File: config.mk
export PLATFORM = sky130hd
export DESIGN_NAME = poker_hand_evaluator_seq
export DESIGN_NICKNAME = d
export VERILOG_FILES = /design/src/rtl/poker_pkg.sv /design/src/rtl/poker_hand_classifier.sv /design/src/rtl/poker_hand_evaluator_seq.sv
export SDC_FILE = /design/constraint.sdc
export NUM_CORES = 1
export LEC_CHECK = 0
export ABC_AREA = 0
export BUFFER_PORTS_ARGS = -buffer_cell sky130_fd_sc_hd__buf_2
export CAP_MARGIN = 40
export CORE_MARGIN = 5
export CORE_UTILIZATION = 55
export CTS_BUF_LIST = sky130_fd_sc_hd__clkbuf_4 sky130_fd_sc_hd__clkbuf_8 sky130_fd_sc_hd__clkbuf_16
export CTS_CLUSTER_SIZE = 12
export DETAILED_ROUTE_END_ITERATION = 10
export PLACE_DENSITY = 0.75
export RECOVER_POWER = 25
export SETUP_SLACK_MARGIN = 0.4
export SYNTH_ARGS = -nofsm -noshare
export SYNTH_HDL_FRONTEND = slang
export SYNTH_HIERARCHICAL = 1
export SYNTH_SLANG_ARGS = --single-unit
File: constraint.sdc
create_clock -name clk -period 6.2 [get_ports clk]
set_input_delay 1.86 -clock clk [delete_from_list [all_inputs] [get_ports clk]]
set_output_delay 1.86 -clock clk [all_outputs]
set_load 0.01 [all_outputs]
File: src/rtl/poker_pkg.sv
// rtl/poker_pkg.sv - shared card, category and score types for the streaming hand evaluator
package poker_pkg;

    localparam int          HAND_N   = 5;
    localparam logic [3:0]  RANK_MIN = 4'd2;
    localparam logic [3:0]  RANK_ACE = 4'hE;
    localparam int          NUM_CATS = 10;

    typedef struct packed {
        logic [1:0] suit;
        logic [3:0] rank;
    } card_t;

    typedef enum logic [3:0] {
        CAT_HIGH       = 4'd0,
        CAT_PAIR       = 4'd1,
        CAT_TWO_PAIR   = 4'd2,
        CAT_TRIPS      = 4'd3,
        CAT_STRAIGHT   = 4'd4,
        CAT_FLUSH      = 4'd5,
        CAT_FULL_HOUSE = 4'd6,
        CAT_QUADS      = 4'd7,
        CAT_STR_FLUSH  = 4'd8,
        CAT_ROYAL      = 4'd9
    } hand_cat_e;

    typedef logic [23:0] score_t;

    typedef enum logic [1:0] {
        ST_LOAD   = 2'd0,
        ST_EVAL   = 2'd1,
        ST_RESULT = 2'd2
    } state_e;

endpackage

File: src/rtl/poker_hand_classifier.sv
// rtl/poker_hand_classifier.sv - combinational category/tiebreak/error for a rank-descending 5-card hand
// Optional: WHEEL_STRAIGHT_EN makes A-5-4-3-2 a (non-royal) straight with the ace scored as 1.
module poker_hand_classifier
    import poker_pkg::*;
(
    input  card_t [HAND_N-1:0] cards_i,
    output hand_cat_e          cat_o,
    output logic [19:0]        tiebreak_o,
    output logic               err_o
);

    logic [3:0] r    [HAND_N];
    logic [2:0] mult [HAND_N];
    logic [6:0] key  [HAND_N];
    logic [2:0] pos  [HAND_N];
    logic [3:0] t    [HAND_N];
    logic [2:0] n_pair_cards;
    logic       has_trips;
    logic       has_quads;
    logic       flush;
    logic       run;
    logic       straight;
    logic [3:0] top;
`ifdef WHEEL_STRAIGHT_EN
    logic       wheel;
`endif

    always_comb begin
        err_o = 1'b0;
        flush = 1'b1;
        for (int i = 0; i < HAND_N; i++) begin
            r[i] = cards_i[i].rank;
            if (cards_i[i].rank < RANK_MIN || cards_i[i].rank > RANK_ACE) err_o = 1'b1;
            if (cards_i[i].suit != cards_i[0].suit) flush = 1'b0;
            for (int j = i + 1; j < HAND_N; j++) begin
                if (cards_i[i] == cards_i[j]) err_o = 1'b1;
            end
        end
    end

    // Tiebreak order is (multiplicity desc, rank desc); pos[] is each card's slot in that order.
    always_comb begin
        for (int i = 0; i < HAND_N; i++) begin
            mult[i] = 3'd0;
            for (int j = 0; j < HAND_N; j++) begin
                if (r[j] == r[i]) mult[i] = mult[i] + 3'd1;
            end
            key[i] = {mult[i], r[i]};
        end
        for (int i = 0; i < HAND_N; i++) begin
            pos[i] = 3'd0;
            for (int j = 0; j < HAND_N; j++) begin
                if (key[j] > key[i] || (j < i && key[j] == key[i])) pos[i] = pos[i] + 3'd1;
            end
        end
        for (int p = 0; p < HAND_N; p++) begin
            t[p] = 4'd0;
            for (int i = 0; i < HAND_N; i++) begin
                if (pos[i] == 3'(p)) t[p] = r[i];
            end
        end
    end

    always_comb begin
        n_pair_cards = 3'd0;
        has_trips    = 1'b0;
        has_quads    = 1'b0;
        for (int i = 0; i < HAND_N; i++) begin
            if (mult[i] == 3'd2) n_pair_cards = n_pair_cards + 3'd1;
            if (mult[i] == 3'd3) has_trips = 1'b1;
            if (mult[i] == 3'd4) has_quads = 1'b1;
        end
        run = (r[0] > r[1]) && (r[1] > r[2]) && (r[2] > r[3]) && (r[3] > r[4])
              && ((r[0] - r[4]) == 4'd4);
`ifdef WHEEL_STRAIGHT_EN
        wheel    = (r[0] == RANK_ACE) && (r[1] == 4'd5) && (r[2] == 4'd4)
                   && (r[3] == 4'd3) && (r[4] == 4'd2);
        straight = run || wheel;
        top      = wheel ? 4'd5 : r[0];
`else
        straight = run;
        top      = r[0];
`endif
    end

    always_comb begin
        cat_o      = CAT_HIGH;
        tiebreak_o = {t[0], t[1], t[2], t[3], t[4]};
        if (err_o) begin
            cat_o      = CAT_HIGH;
            tiebreak_o = 20'd0;
        end else if (straight && flush) begin
            cat_o      = (top == RANK_ACE) ? CAT_ROYAL : CAT_STR_FLUSH;
            tiebreak_o = {5{top}};
        end else if (has_quads) begin
            cat_o = CAT_QUADS;
        end else if (has_trips && n_pair_cards == 3'd2) begin
            cat_o = CAT_FULL_HOUSE;
        end else if (flush) begin
            cat_o = CAT_FLUSH;
        end else if (straight) begin
            cat_o      = CAT_STRAIGHT;
            tiebreak_o = {5{top}};
        end else if (has_trips) begin
            cat_o = CAT_TRIPS;
        end else if (n_pair_cards == 3'd4) begin
            cat_o = CAT_TWO_PAIR;
        end else if (n_pair_cards == 3'd2) begin
            cat_o = CAT_PAIR;
        end
    end

endmodule

File: src/rtl/poker_hand_evaluator_seq.sv
// rtl/poker_hand_evaluator_seq.sv - streaming hand loader/sorter, per-hand result and round winner
// Optional: WHEEL_STRAIGHT_EN (handled in poker_hand_classifier) enables A-5 low straights.
module poker_hand_evaluator_seq
    import poker_pkg::*;
#(
    parameter  int NUM_PLAYERS = 4,
    parameter  int HAND_SIZE   = 5,
    localparam int PIDX_W      = $clog2(NUM_PLAYERS)
) (
    input  logic              clk,
    input  logic              rst_n,
    input  logic              round_clr,
    input  logic              in_valid,
    output logic              in_ready,
    input  logic [5:0]        in_card,
    output logic              res_valid,
    input  logic              res_ready,
    output logic [PIDX_W-1:0] res_player,
    output logic [3:0]        res_cat,
    output logic [23:0]       res_score,
    output logic              res_err,
    output logic              win_valid,
    output logic [PIDX_W-1:0] win_player,
    output logic              win_tie
);

    if (HAND_SIZE != HAND_N) begin : g_hand_size_check
        $error("poker_hand_evaluator_seq: HAND_SIZE must be 5");
    end

    localparam logic [PIDX_W-1:0] LAST_P = PIDX_W'(NUM_PLAYERS - 1);

    state_e                   state_q, state_d;
    logic [2:0]               cnt_q, cnt_d;
    card_t [HAND_N-1:0]       hand_q, hand_d;
    logic [PIDX_W-1:0]        player_q, player_d;
    logic                     up_q, up_d;
    logic                     res_valid_q, res_valid_d;
    hand_cat_e                res_cat_q, res_cat_d;
    score_t                   res_score_q, res_score_d;
    logic                     res_err_q, res_err_d;
    logic                     best_valid_q, best_valid_d;
    score_t                   best_score_q, best_score_d;
    logic [PIDX_W-1:0]        best_idx_q, best_idx_d;
    logic                     best_tie_q, best_tie_d;

    card_t                    in_c;
    card_t [HAND_N-1:0]       ins_hand;
    logic  [HAND_N-1:0]       ge;
    logic                     accept;
    logic                     res_hs;
    hand_cat_e                cls_cat;
    logic [19:0]              cls_tb;
    logic                     cls_err;
    logic                     m_valid;
    score_t                   m_score;
    logic [PIDX_W-1:0]        m_idx;
    logic                     m_tie;

    assign in_c     = in_card;
    assign in_ready = up_q && (state_q == ST_LOAD) && !round_clr;
    assign accept   = in_valid && in_ready;
    assign res_hs   = res_valid_q && res_ready;

    // ge is a prefix mask over the filled slots; the new card lands right after
    // the last entry of equal or higher rank, so equal ranks keep arrival order.
    always_comb begin
        for (int i = 0; i < HAND_N; i++) begin
            ge[i] = (3'(i) < cnt_q) && (hand_q[i].rank >= in_c.rank);
        end
        ins_hand[0] = ge[0] ? hand_q[0] : in_c;
        for (int i = 1; i < HAND_N; i++) begin
            if (ge[i])          ins_hand[i] = hand_q[i];
            else if (ge[i - 1]) ins_hand[i] = in_c;
            else                ins_hand[i] = hand_q[i - 1];
        end
    end

    poker_hand_classifier u_classifier (
        .cards_i    (hand_q),
        .cat_o      (cls_cat),
        .tiebreak_o (cls_tb),
        .err_o      (cls_err)
    );

    // Running best with the pending result folded in; committed on handshake.
    always_comb begin
        m_valid = best_valid_q;
        m_score = best_score_q;
        m_idx   = best_idx_q;
        m_tie   = best_tie_q;
        if (!res_err_q) begin
            if (!best_valid_q || res_score_q > best_score_q) begin
                m_valid = 1'b1;
                m_score = res_score_q;
                m_idx   = player_q;
                m_tie   = 1'b0;
            end else if (res_score_q == best_score_q) begin
                m_tie = 1'b1;
            end
        end
    end

    always_comb begin
        state_d      = state_q;
        cnt_d        = cnt_q;
        hand_d       = hand_q;
        player_d     = player_q;
        up_d         = 1'b1;
        res_valid_d  = res_valid_q;
        res_cat_d    = res_cat_q;
        res_score_d  = res_score_q;
        res_err_d    = res_err_q;
        best_valid_d = best_valid_q;
        best_score_d = best_score_q;
        best_idx_d   = best_idx_q;
        best_tie_d   = best_tie_q;
        if (round_clr) begin
            state_d      = ST_LOAD;
            cnt_d        = 3'd0;
            hand_d       = '0;
            player_d     = '0;
            res_valid_d  = 1'b0;
            res_cat_d    = CAT_HIGH;
            res_score_d  = '0;
            res_err_d    = 1'b0;
            best_valid_d = 1'b0;
            best_score_d = '0;
            best_idx_d   = '0;
            best_tie_d   = 1'b0;
        end else begin
            case (state_q)
                ST_LOAD: begin
                    if (accept) begin
                        hand_d = ins_hand;
                        if (cnt_q == 3'(HAND_N - 1)) begin
                            cnt_d   = 3'd0;
                            state_d = ST_EVAL;
                        end else begin
                            cnt_d = cnt_q + 3'd1;
                        end
                    end
                end
                ST_EVAL: begin
                    res_valid_d = 1'b1;
                    res_cat_d   = cls_cat;
                    res_score_d = {cls_cat, cls_tb};
                    res_err_d   = cls_err;
                    state_d     = ST_RESULT;
                end
                ST_RESULT: begin
                    if (res_hs) begin
                        res_valid_d = 1'b0;
                        state_d     = ST_LOAD;
                        if (player_q == LAST_P) begin
                            player_d     = '0;
                            best_valid_d = 1'b0;
                            best_score_d = '0;
                            best_idx_d   = '0;
                            best_tie_d   = 1'b0;
                        end else begin
                            player_d     = player_q + PIDX_W'(1);
                            best_valid_d = m_valid;
                            best_score_d = m_score;
                            best_idx_d   = m_idx;
                            best_tie_d   = m_tie;
                        end
                    end
                end
                default: state_d = ST_LOAD;
            endcase
        end
    end

    always_ff @(posedge clk or negedge rst_n) begin
        if (!rst_n) begin
            state_q      <= ST_LOAD;
            cnt_q        <= 3'd0;
            hand_q       <= '0;
            player_q     <= '0;
            up_q         <= 1'b0;
            res_valid_q  <= 1'b0;
            res_cat_q    <= CAT_HIGH;
            res_score_q  <= '0;
            res_err_q    <= 1'b0;
            best_valid_q <= 1'b0;
            best_score_q <= '0;
            best_idx_q   <= '0;
            best_tie_q   <= 1'b0;
        end else begin
            state_q      <= state_d;
            cnt_q        <= cnt_d;
            hand_q       <= hand_d;
            player_q     <= player_d;
            up_q         <= up_d;
            res_valid_q  <= res_valid_d;
            res_cat_q    <= res_cat_d;
            res_score_q  <= res_score_d;
            res_err_q    <= res_err_d;
            best_valid_q <= best_valid_d;
            best_score_q <= best_score_d;
            best_idx_q   <= best_idx_d;
            best_tie_q   <= best_tie_d;
        end
    end

    assign res_valid  = res_valid_q;
    assign res_player = player_q;
    assign res_cat    = res_cat_q;
    assign res_score  = res_score_q;
    assign res_err    = res_err_q;
    assign win_valid  = res_valid_q && (player_q == LAST_P);
    assign win_player = (win_valid && m_valid) ? m_idx : '0;
    assign win_tie    = win_valid && (m_valid ? m_tie : 1'b1);

endmodule

==> results.toml, run 1 <==
[status]
status = "complete, but fails checks"
violations = "capacitance limit, slew limit"

[logic_synthesis]
ys_warn_count = 6
synth_top_area_share = 0.212
synth-seq-area-share = 0.212
synth_seq_cells = 92
synth_area_leaders = "dfrtp_1 (21%), ha_1 (17%), mux2i_1 (4.0%)"
ys.flop_type = "dfrtp_1"
synth.most_common_cell = "ha_1"
syn_avg_cell_area_sq_um = 8.44
synth-edff-count = 0
post-synth-top-area-cell = "dfrtp_1"
async_flop_share = 1.00
yosysUniqueCellTypes = 103
syn_inst = 1289
synth_common_cells = "ha_1 (150), inv_1 (104), dfrtp_1 (92), nand2_1 (88), nor2_1 (88)"
syn_nets = 1451
netlist_area_sq_mm = 0.0109

[sta]
grt_setup_unrepaired = "yes"
drv_slew = 48
hold_viol = 0
skew_ns = 0.0105
tightestPinTransition_ns = 2.82
finalSetupViolCount = 0
finalCritPeriodShare = 0.932
slew_headroom = -0.880
fin_hold_ws_ns = 0.507
setup_tns_ns = 0
min_period_ns = 5.78
max_clock_freq_ghz = 0.173

[floorplan]
ios = 48
die_y_um = 151
core-area_sq_mm = 0.0195
dieArea_sq_mm = 0.0227
rows = 51
initial_utilization = 0.559
die_w_um = 151

[critical_path]
crit_arrival_ns = 6.02
cp-start-kind = "register"
worst_path_dominant_cell_family = "simple AND/OR/NAND/NOR gates"
worstSetupPathType = "reg2reg"
end_kind = "register"
path_buf_inv = 5
critPathMaxFanout = 5
slowest_delay_ns = 0.55
worst_path_most_repeated_cell = "ha_1"
cp.required_ns = 6.44
cpMaxStageDelayCell = "or4_4"

[route]
drt_iter0_markers = 1104
drt-wirelength-per-cell_um = 21.3
routed_wl_mm = 37.2
dr_total_vias = 11400
drc = 0
antenna_left = 0
first_pass_iters = 6
viasPerCell = 6.55

[final_layout]
syn2layout_area_growth_pct = 30.9
nNetsFinal = 1635
antennaDiodeCount = 0
final_cells = 1743
drive_gt1_frac = 0.351
final_util = 0.732
n_fill_cell = 1373

[global_routing]
grt_max_degree = 48
antenna_found_initial = 0
grt_pass1_vias = 10400
groute.usage.overall = 0.309
grt_pass1_wl_mm = 55.8
gr-total-overflow = 0

[flow_run]
drv_cap = 1

[clocking]
clock_sinks = 92
cts_max_path_buffers = 2
cts.clk_slew.worst_paths_ns = 0.07
htree_levels = 3
cts_hold_buf = 0
clock_latency_ns = 0.35
root_buffer = "clkbuf_16"
cts_made_buffers = 9
cts_tree = "built"

[place]
gp_congestion = 1.01
placed_cells = 1648
numPortBuffers = 47
hpwl_mm = 26.7

[worst_hold_path]
hold_class = "reg2reg"
## logic make-up (layout without fill, tap and decap cells)
family | count (synthesis) | count (layout) | synth area share
multiplexers | 50 | 50 | 0.0468
buffers and inverters | 167 | 354 | 0.0676
adder cells (fa/ha/maj) | 154 | 154 | 0.177
AO/OA/AOI/OAI | 381 | 381 | 0.256
flip-flops | 92 | 92 | 0.212
XOR/XNOR | 53 | 53 | 0.0489
other | 1 | 1 | 0.000345
AND/OR/NAND/NOR | 391 | 393 | 0.192
## sequential cells by signal, summed over array words and instances (netlist names)
name,cells
hand_q,30
best_score_q,24
res_score,20
res_cat,4
cnt_q,3
best_idx_q,2
res_player,2
state_q,2
best_tie_q,1
best_valid_q,1
res_err,1
res_valid,1
up_q,1
## placed cells by master, fill, tap and decap left out, types with 38 or more instances in the layout
master | netlist | routed
dfrtp_1 | 92 | 77
inv_1 | 104 | 86
ha_1 | 150 | 123
a21oi_1 | 80 | 64
buf_2 | 9 | 45
nand2_1 | 88 | 79
mux2i_1 | 43 | 38
nor2_1 | 88 | 76
o21ai_0 | 56 | 44
buf_4 | 7 | 164
## stage by stage
step / setup slack (ns) / area [sq um]
detailed placement: -0.0240 / 12200
finish: 0.424 / 14200
floorplan: 0.425 / 11200
CTS: 0.402 / 13100
global placement: 0.0911 / 12200
global route: 0.242 / 14200
## layout make-up
type,instances,area (sq um),share of cell area
Multi-Input combinational cell,1032,9130,0.641
Sequential cell,92,2320,0.163
Timing Repair Buffer,230,1730,0.122
Inverter,108,439,0.0308
Tap cell,265,332,0.0233
Clock buffer,9,225,0.0158
Clock inverter,7,58.8,0.00413
## worst paths after layout
path	startpoint	endpoint	slack [ns]	depth (start not counted)
min in group asynchronous	rst_n	res_score[10]$_DFFE_PN0P_	2.41	1
max in group asynchronous	rst_n	hand_q[20]$_DFFE_PN0P_	1.38	2
worst max-delay path	hand_q[20]$_DFFE_PN0P_	res_score[16]$_DFFE_PN0P_	0.42	27
worst min-delay path	best_score_q[5]$_DFFE_PN0P_	best_score_q[5]$_DFFE_PN0P_	0.51	1
worst min register to register	best_score_q[5]$_DFFE_PN0P_	best_score_q[5]$_DFFE_PN0P_	0.51	1
worst max register to register	hand_q[20]$_DFFE_PN0P_	res_score[16]$_DFFE_PN0P_	0.42	27
## per-layer routing
metal  global-route usage  part of all wire  vias to the layer above
li1                     -                 -                     5142
met1                0.420              0.41                     5517
met2                0.516              0.47                      602
met3               0.0397             0.080                      163
met4               0.0888             0.042                        0
met5                    0                 0                        -
## timing repair
action | in CTS | in global routing
resized for setup | 80 | 146
pin swaps | 24 | 80
setup buffers | 30 | 45
cloned | 2 | 2
setup endpoints to repair | 20 | 21
Power of run 1 is left out: the tool's default activity adds up to more than one toggle a clock period on the data nets, which glitch-free logic cannot reach.
==> run 2: changes to the inputs <==
--- a/config.mk
+++ b/config.mk
@@ -8,12 +8,14 @@
 export ABC_AREA = 0
 export BUFFER_PORTS_ARGS = -buffer_cell sky130_fd_sc_hd__buf_2
 export CAP_MARGIN = 40
+export CELL_PAD_IN_SITES_DETAIL_PLACEMENT = 0
+export CELL_PAD_IN_SITES_GLOBAL_PLACEMENT = 1
 export CORE_MARGIN = 5
-export CORE_UTILIZATION = 55
+export CORE_UTILIZATION = 44
 export CTS_BUF_LIST = sky130_fd_sc_hd__clkbuf_4 sky130_fd_sc_hd__clkbuf_8 sky130_fd_sc_hd__clkbuf_16
 export CTS_CLUSTER_SIZE = 12
 export DETAILED_ROUTE_END_ITERATION = 10
-export PLACE_DENSITY = 0.75
+export PLACE_DENSITY_LB_ADDON = 0.1
 export RECOVER_POWER = 25
 export SETUP_SLACK_MARGIN = 0.4
 export SYNTH_ARGS = -nofsm -noshare
==> results.toml, run 2 (synthesized netlist as in run 1, its figures left out) <==
[place]
placed_cells = 1751
preCtsSetupSlack_ns = -0.0868
hpwl_mm = 29.1
gp_congestion = 0.962
placed_area_sq_mm = 0.0126
numPortBuffers = 47

[final_layout]
drive_gt1_frac = 0.343
largest-register = "hand_q"
final_cells = 1809
seqCellArea_sq_mm = 0.00232
design_area_sq_mm = 0.0142
nNetsFinal = 1642
final_cell_mix = "buf_4 (172), ha_1 (122), inv_1 (87)"
multi_input_area_sq_mm = 0.00895
largest_register_ffs = 30
syn2layout_area_growth_pct = 30.9
n_fill_cell = 2189
final_common_cell = "buf_4"
antennaDiodeCount = 0

[floorplan]
dieArea_sq_mm = 0.0280
ios = 48
die_y_um = 167
core-area_sq_mm = 0.0243
rows = 57
die_w_um = 167
initial_utilization = 0.447

[route]
drt_iter0_markers = 760
drt-wirelength-per-cell_um = 20.9
antenna_left = 0
dr_total_vias = 10800
drc = 0
routed_wl_mm = 37.8
viasPerCell = 5.95
first_pass_iters = 5

[sta]
grt_setup_unrepaired = "yes"
drv_slew = 64
tightestPinTransition_ns = 3.56
setup_tns_ns = 0
finalCritPeriodShare = 0.920
min_period_ns = 5.71
fin_ws_ns = 0.494
slew_headroom = -1.37
max_clock_freq_ghz = 0.175
finalSetupViolCount = 0
skew_ns = 0.00855
hold_viol = 0

[worst_hold_path]
hold_class = "reg2reg"

[critical_path]
reg2reg_from = "hand_q[1]$_DFFE_PN0P_"
ff2ff_setup_slack_ns = 0.49
cp-start-kind = "register"
critPathMaxFanout = 6
worstSetupPathType = "reg2reg"
worstSetupStartpoint = "hand_q[1]$_DFFE_PN0P_"
crit_arrival_ns = 5.99
cp.required_ns = 6.49
r2r_cells = 27
reg2reg_to = "res_score[12]$_DFFE_PN0P_"
cp-endpoint = "res_score[12]$_DFFE_PN0P_"
end_kind = "register"

[status]
status = "complete, but fails checks"
violations = "capacitance limit, slew limit"

[global_routing]
antenna_found_initial = 0
groute.usage.overall = 0.257
gr-total-overflow = 0
grt_pass1_vias = 10300
grt_max_degree = 64
grt_pass1_wl_mm = 57.9

[clocking]
htree_levels = 3
root_buffer = "clkbuf_16"
cts_hold_buf = 0
cts_max_path_buffers = 2
clock_latency_ns = 0.35
cts_made_buffers = 9
cts.clk_slew.worst_paths_ns = 0.07
cts_tree = "built"
clock_sinks = 92

[flow_run]
drv_cap = 1
==> run 2: cell types whose count changed in the layout (fill, tap and decap cells not counted), moves of 3 or more <==
cell	previous run	this run
bufinv_16	0	3
o21ai_2	10	7
inv_2	11	14
o32ai_2	4	1
o21ai_1	9	13
buf_4	164	172
clkinvlp_4	7	1
xnor2_4	6	3
a21oi_1	64	67
o32ai_1	0	3
==> run 2: area by class of cell <==
type                    count  share of cell area
multi-input cells        1031               0.629
flip-flops and latches     92               0.163
repair buffers            238               0.125
inverters                 108              0.0299
well taps                 324              0.0285
clock buffers               9              0.0158
clock inverters             7             0.00844
==> run 2: worst max-delay path, cell delays in order, from the launching register on <==
cell	delay, ns
dfrtp_2	0.45
buf_12	0.14
ha_4	0.25
and4_4	0.27
ha_4	0.23
xnor2_2	0.13
inv_1	0.06
ha_1	0.27
o21a_1	0.22
ha_4	0.28
inv_4	0.05
ha_4	0.24
o21a_4	0.13
or2_4	0.23
maj3_2	0.31
nor2_4	0.12
nor2_4	0.05
ha_4	0.24
xor2_4	0.20
ha_4	0.19
or3b_4	0.37
a22oi_2	0.21
buf_6	0.17
nand2_8	0.08
a31oi_4	0.24
nand2_2	0.08
o32ai_2	0.25
a22o_1	0.17
==> run 2: timing repair <==
action	CTS	global route
gates cloned	1	3
pin swaps	18	55
buffers inserted	17	20
setup endpoints to repair	20	21
gates resized for setup	71	126
==> run 2: worst min-delay path by stage <==
stage	cells after the start	to	start	slack [ns]
floorplan	1	best_score_q[5]$_DFFE_PN0P_	best_score_q[5]$_DFFE_PN0P_	0.47
global route	1	best_score_q[8]$_DFFE_PN0P_	best_score_q[8]$_DFFE_PN0P_	0.52
CTS	1	best_score_q[20]$_DFFE_PN0P_	best_score_q[20]$_DFFE_PN0P_	0.51
global placement	1	best_score_q[19]$_DFFE_PN0P_	best_score_q[19]$_DFFE_PN0P_	0.49
finish	1	best_score_q[20]$_DFFE_PN0P_	best_score_q[20]$_DFFE_PN0P_	0.51
detailed placement	1	best_score_q[8]$_DFFE_PN0P_	best_score_q[8]$_DFFE_PN0P_	0.49
==> run 2: through the flow <==
stage	utilization	hold slack, ns
2_1_floorplan	-	0.473
3_3_place_gp	0.517	0.489
3_5_place_dp	0.518	0.492
4_1_cts	0.549	0.510
5_1_grt	0.585	0.519
6_report	0.585	0.507
==> run 2: per-layer routing <==
metal	global-route usage	share of wire	routed length (um)	up-vias
met5	0	0	0	-
met4	0.0607	0.022	834	0
met3	0.0351	0.046	1750	58
met2	0.424	0.47	17600	271
met1	0.359	0.47	17600	5271
li1	-	-	-	5162
Power of run 2 is left out for the same reason.
==> run 3: changes to the inputs <==
--- a/config.mk
+++ b/config.mk
@@ -10,7 +10,6 @@
 export CAP_MARGIN = 40
 export CELL_PAD_IN_SITES_DETAIL_PLACEMENT = 0
 export CELL_PAD_IN_SITES_GLOBAL_PLACEMENT = 1
-export CORE_MARGIN = 5
 export CORE_UTILIZATION = 44
 export CTS_BUF_LIST = sky130_fd_sc_hd__clkbuf_4 sky130_fd_sc_hd__clkbuf_8 sky130_fd_sc_hd__clkbuf_16
 export CTS_CLUSTER_SIZE = 12
==> results.toml, run 3 (synthesized netlist as in run 1, its figures left out) <==
[critical_path]
worstSetupPathType = "reg2reg"
critPathMaxFanout = 7
end_kind = "register"
cp.required_ns = 6.43
worst_path_most_repeated_cell = "buf_4"
ff2ff_setup_slack_ns = 0.54
cp-start-kind = "register"
crit_arrival_ns = 5.89
cpMaxStageDelayCell = "dfrtp_2"
slowest_delay_ns = 0.51

[final_layout]
antennaDiodeCount = 0
final_cell_mix = "buf_4 (162), ha_1 (119), inv_1 (91)"
n_fill_cell = 2172
multi_input_area_sq_mm = 0.00893
largest-register = "hand_q"
largest_register_ffs = 30
final_common_cell = "buf_4"
nNetsFinal = 1628
syn2layout_area_growth_pct = 29.6
seqCellArea_sq_mm = 0.00232
drive_gt1_frac = 0.332
final_cells = 1795

[clocking]
root_buffer = "clkbuf_16"
clock_sinks = 92
cts_made_buffers = 9
cts_max_path_buffers = 2
clock_latency_ns = 0.34
htree_levels = 3
cts_tree = "built"
cts.clk_slew.worst_paths_ns = 0.07

[route]
viasPerCell = 5.96
first_pass_iters = 10
drt_iter0_markers = 787
antenna_left = 0
drc = 2
routed_wl_mm = 37.3
drt-wirelength-per-cell_um = 20.8
dr_total_vias = 10700

[floorplan]
core-area_sq_mm = 0.0243
dieArea_sq_mm = 0.0254
initial_utilization = 0.447
rows = 57
die_w_um = 159
ios = 48
die_y_um = 159

[global_routing]
grt_max_degree = 60
grt_pass1_wl_mm = 57.5
antenna_found_initial = 0
gr-total-overflow = 0
groute.usage.overall = 0.289
grt_pass1_vias = 9981

[place]
placed_cells = 1728
numPortBuffers = 47
hpwl_mm = 28.4
gp_congestion = 0.944

[sta]
finalSetupViolCount = 0
min_period_ns = 5.66
finalCritPeriodShare = 0.913
grt_setup_unrepaired = "yes"
slew_headroom = 0.235
drv_slew = 0
max_clock_freq_ghz = 0.177
tightestPinTransition_ns = 1.15
skew_ns = 0.00948
hold_viol = 0

[status]
status = "complete, but fails checks"
violations = "DRC"

[worst_hold_path]
hold_class = "reg2reg"

[flow_run]
drv_cap = 0
## run 3: cell types whose count changed in the layout (fill, tap and decap cells not counted), moves of 3 or more
cell,previous run,this run
buf_4,172,162
inv_2,14,9
inv_1,87,91
a221oi_2,10,7
ha_1,122,119
ha_4,26,29
nor3_1,25,28
nor3_2,4,1
o22ai_2,4,1
## run 3: routing by layer
| layer | track usage | vias to the layer above | routed length [um] |
|---|---|---|---|
| li1 | - | 5113 | - |
| met1 | 0.409 | 5211 | 17500 |
| met2 | 0.470 | 323 | 17200 |
| met3 | 0.0406 | 48 | 2010 |
| met4 | 0.0551 | 0 | 627 |
| met5 | 0 | - | 0 |
## run 3: worst max-delay path: cells and delay by family, from the launching register on
family	cells	cell delay (ns)
xor gates and xnor gates	1	0.17
adders and majority gates	5	1.29
and+or+nand+nor	4	0.85
DFF	1	0.51
AOI/OAI and AO/OA	12	1.77
buffers and inverters	7	0.92
## run 3: cell type report
cell class | count | area share
multi-input combinational | 1031 | 0.634
sequential | 92 | 0.165
timing repair buffer | 224 | 0.118
inverter | 108 | 0.0306
tap | 324 | 0.0288
clock buffer | 9 | 0.0160
clock inverter | 7 | 0.00861
## run 3: through the flow
step                      hold slack (ns)  setup TNS [ns]  setup slack [ns]  utilization  area, sq um
after global placement              0.489         -0.0910           -0.0389        0.509        12400
after CTS                           0.512               0             0.397        0.542        13200
after global routing                0.527               0             0.322        0.580        14100
final                               0.509               0             0.542        0.580        14100
after floorplan                     0.473               0             0.425            -        11200
after detailed placement            0.493          -0.117           -0.0426        0.512        12500
## run 3: path summary, 6_finish.rpt
check | start | to | depth (start not counted)
min in group asynchronous | rst_n | best_score_q[18]$_DFFE_PN0P_ | 1
max in group asynchronous | rst_n | res_cat[0]$_DFFE_PN0P_ | 3
setup reg to reg | hand_q[2]$_DFFE_PN0P_ | res_score[11]$_DFFE_PN0P_ | 29
hold reg to reg | best_idx_q[0]$_DFFE_PN0P_ | best_idx_q[0]$_DFFE_PN0P_ | 1
hold / removal | best_idx_q[0]$_DFFE_PN0P_ | best_idx_q[0]$_DFFE_PN0P_ | 1
setup / recovery | hand_q[2]$_DFFE_PN0P_ | res_score[11]$_DFFE_PN0P_ | 29
## run 3: timing repair
item                       4_1_cts  5_1_grt
hold buffers                     0        0
setup buffers                   15       34
pin swaps                       14       40
cloned                           1        1
setup endpoints to repair       21       21
gates resized for setup         64      123
Power of run 3 is left out for the same reason.
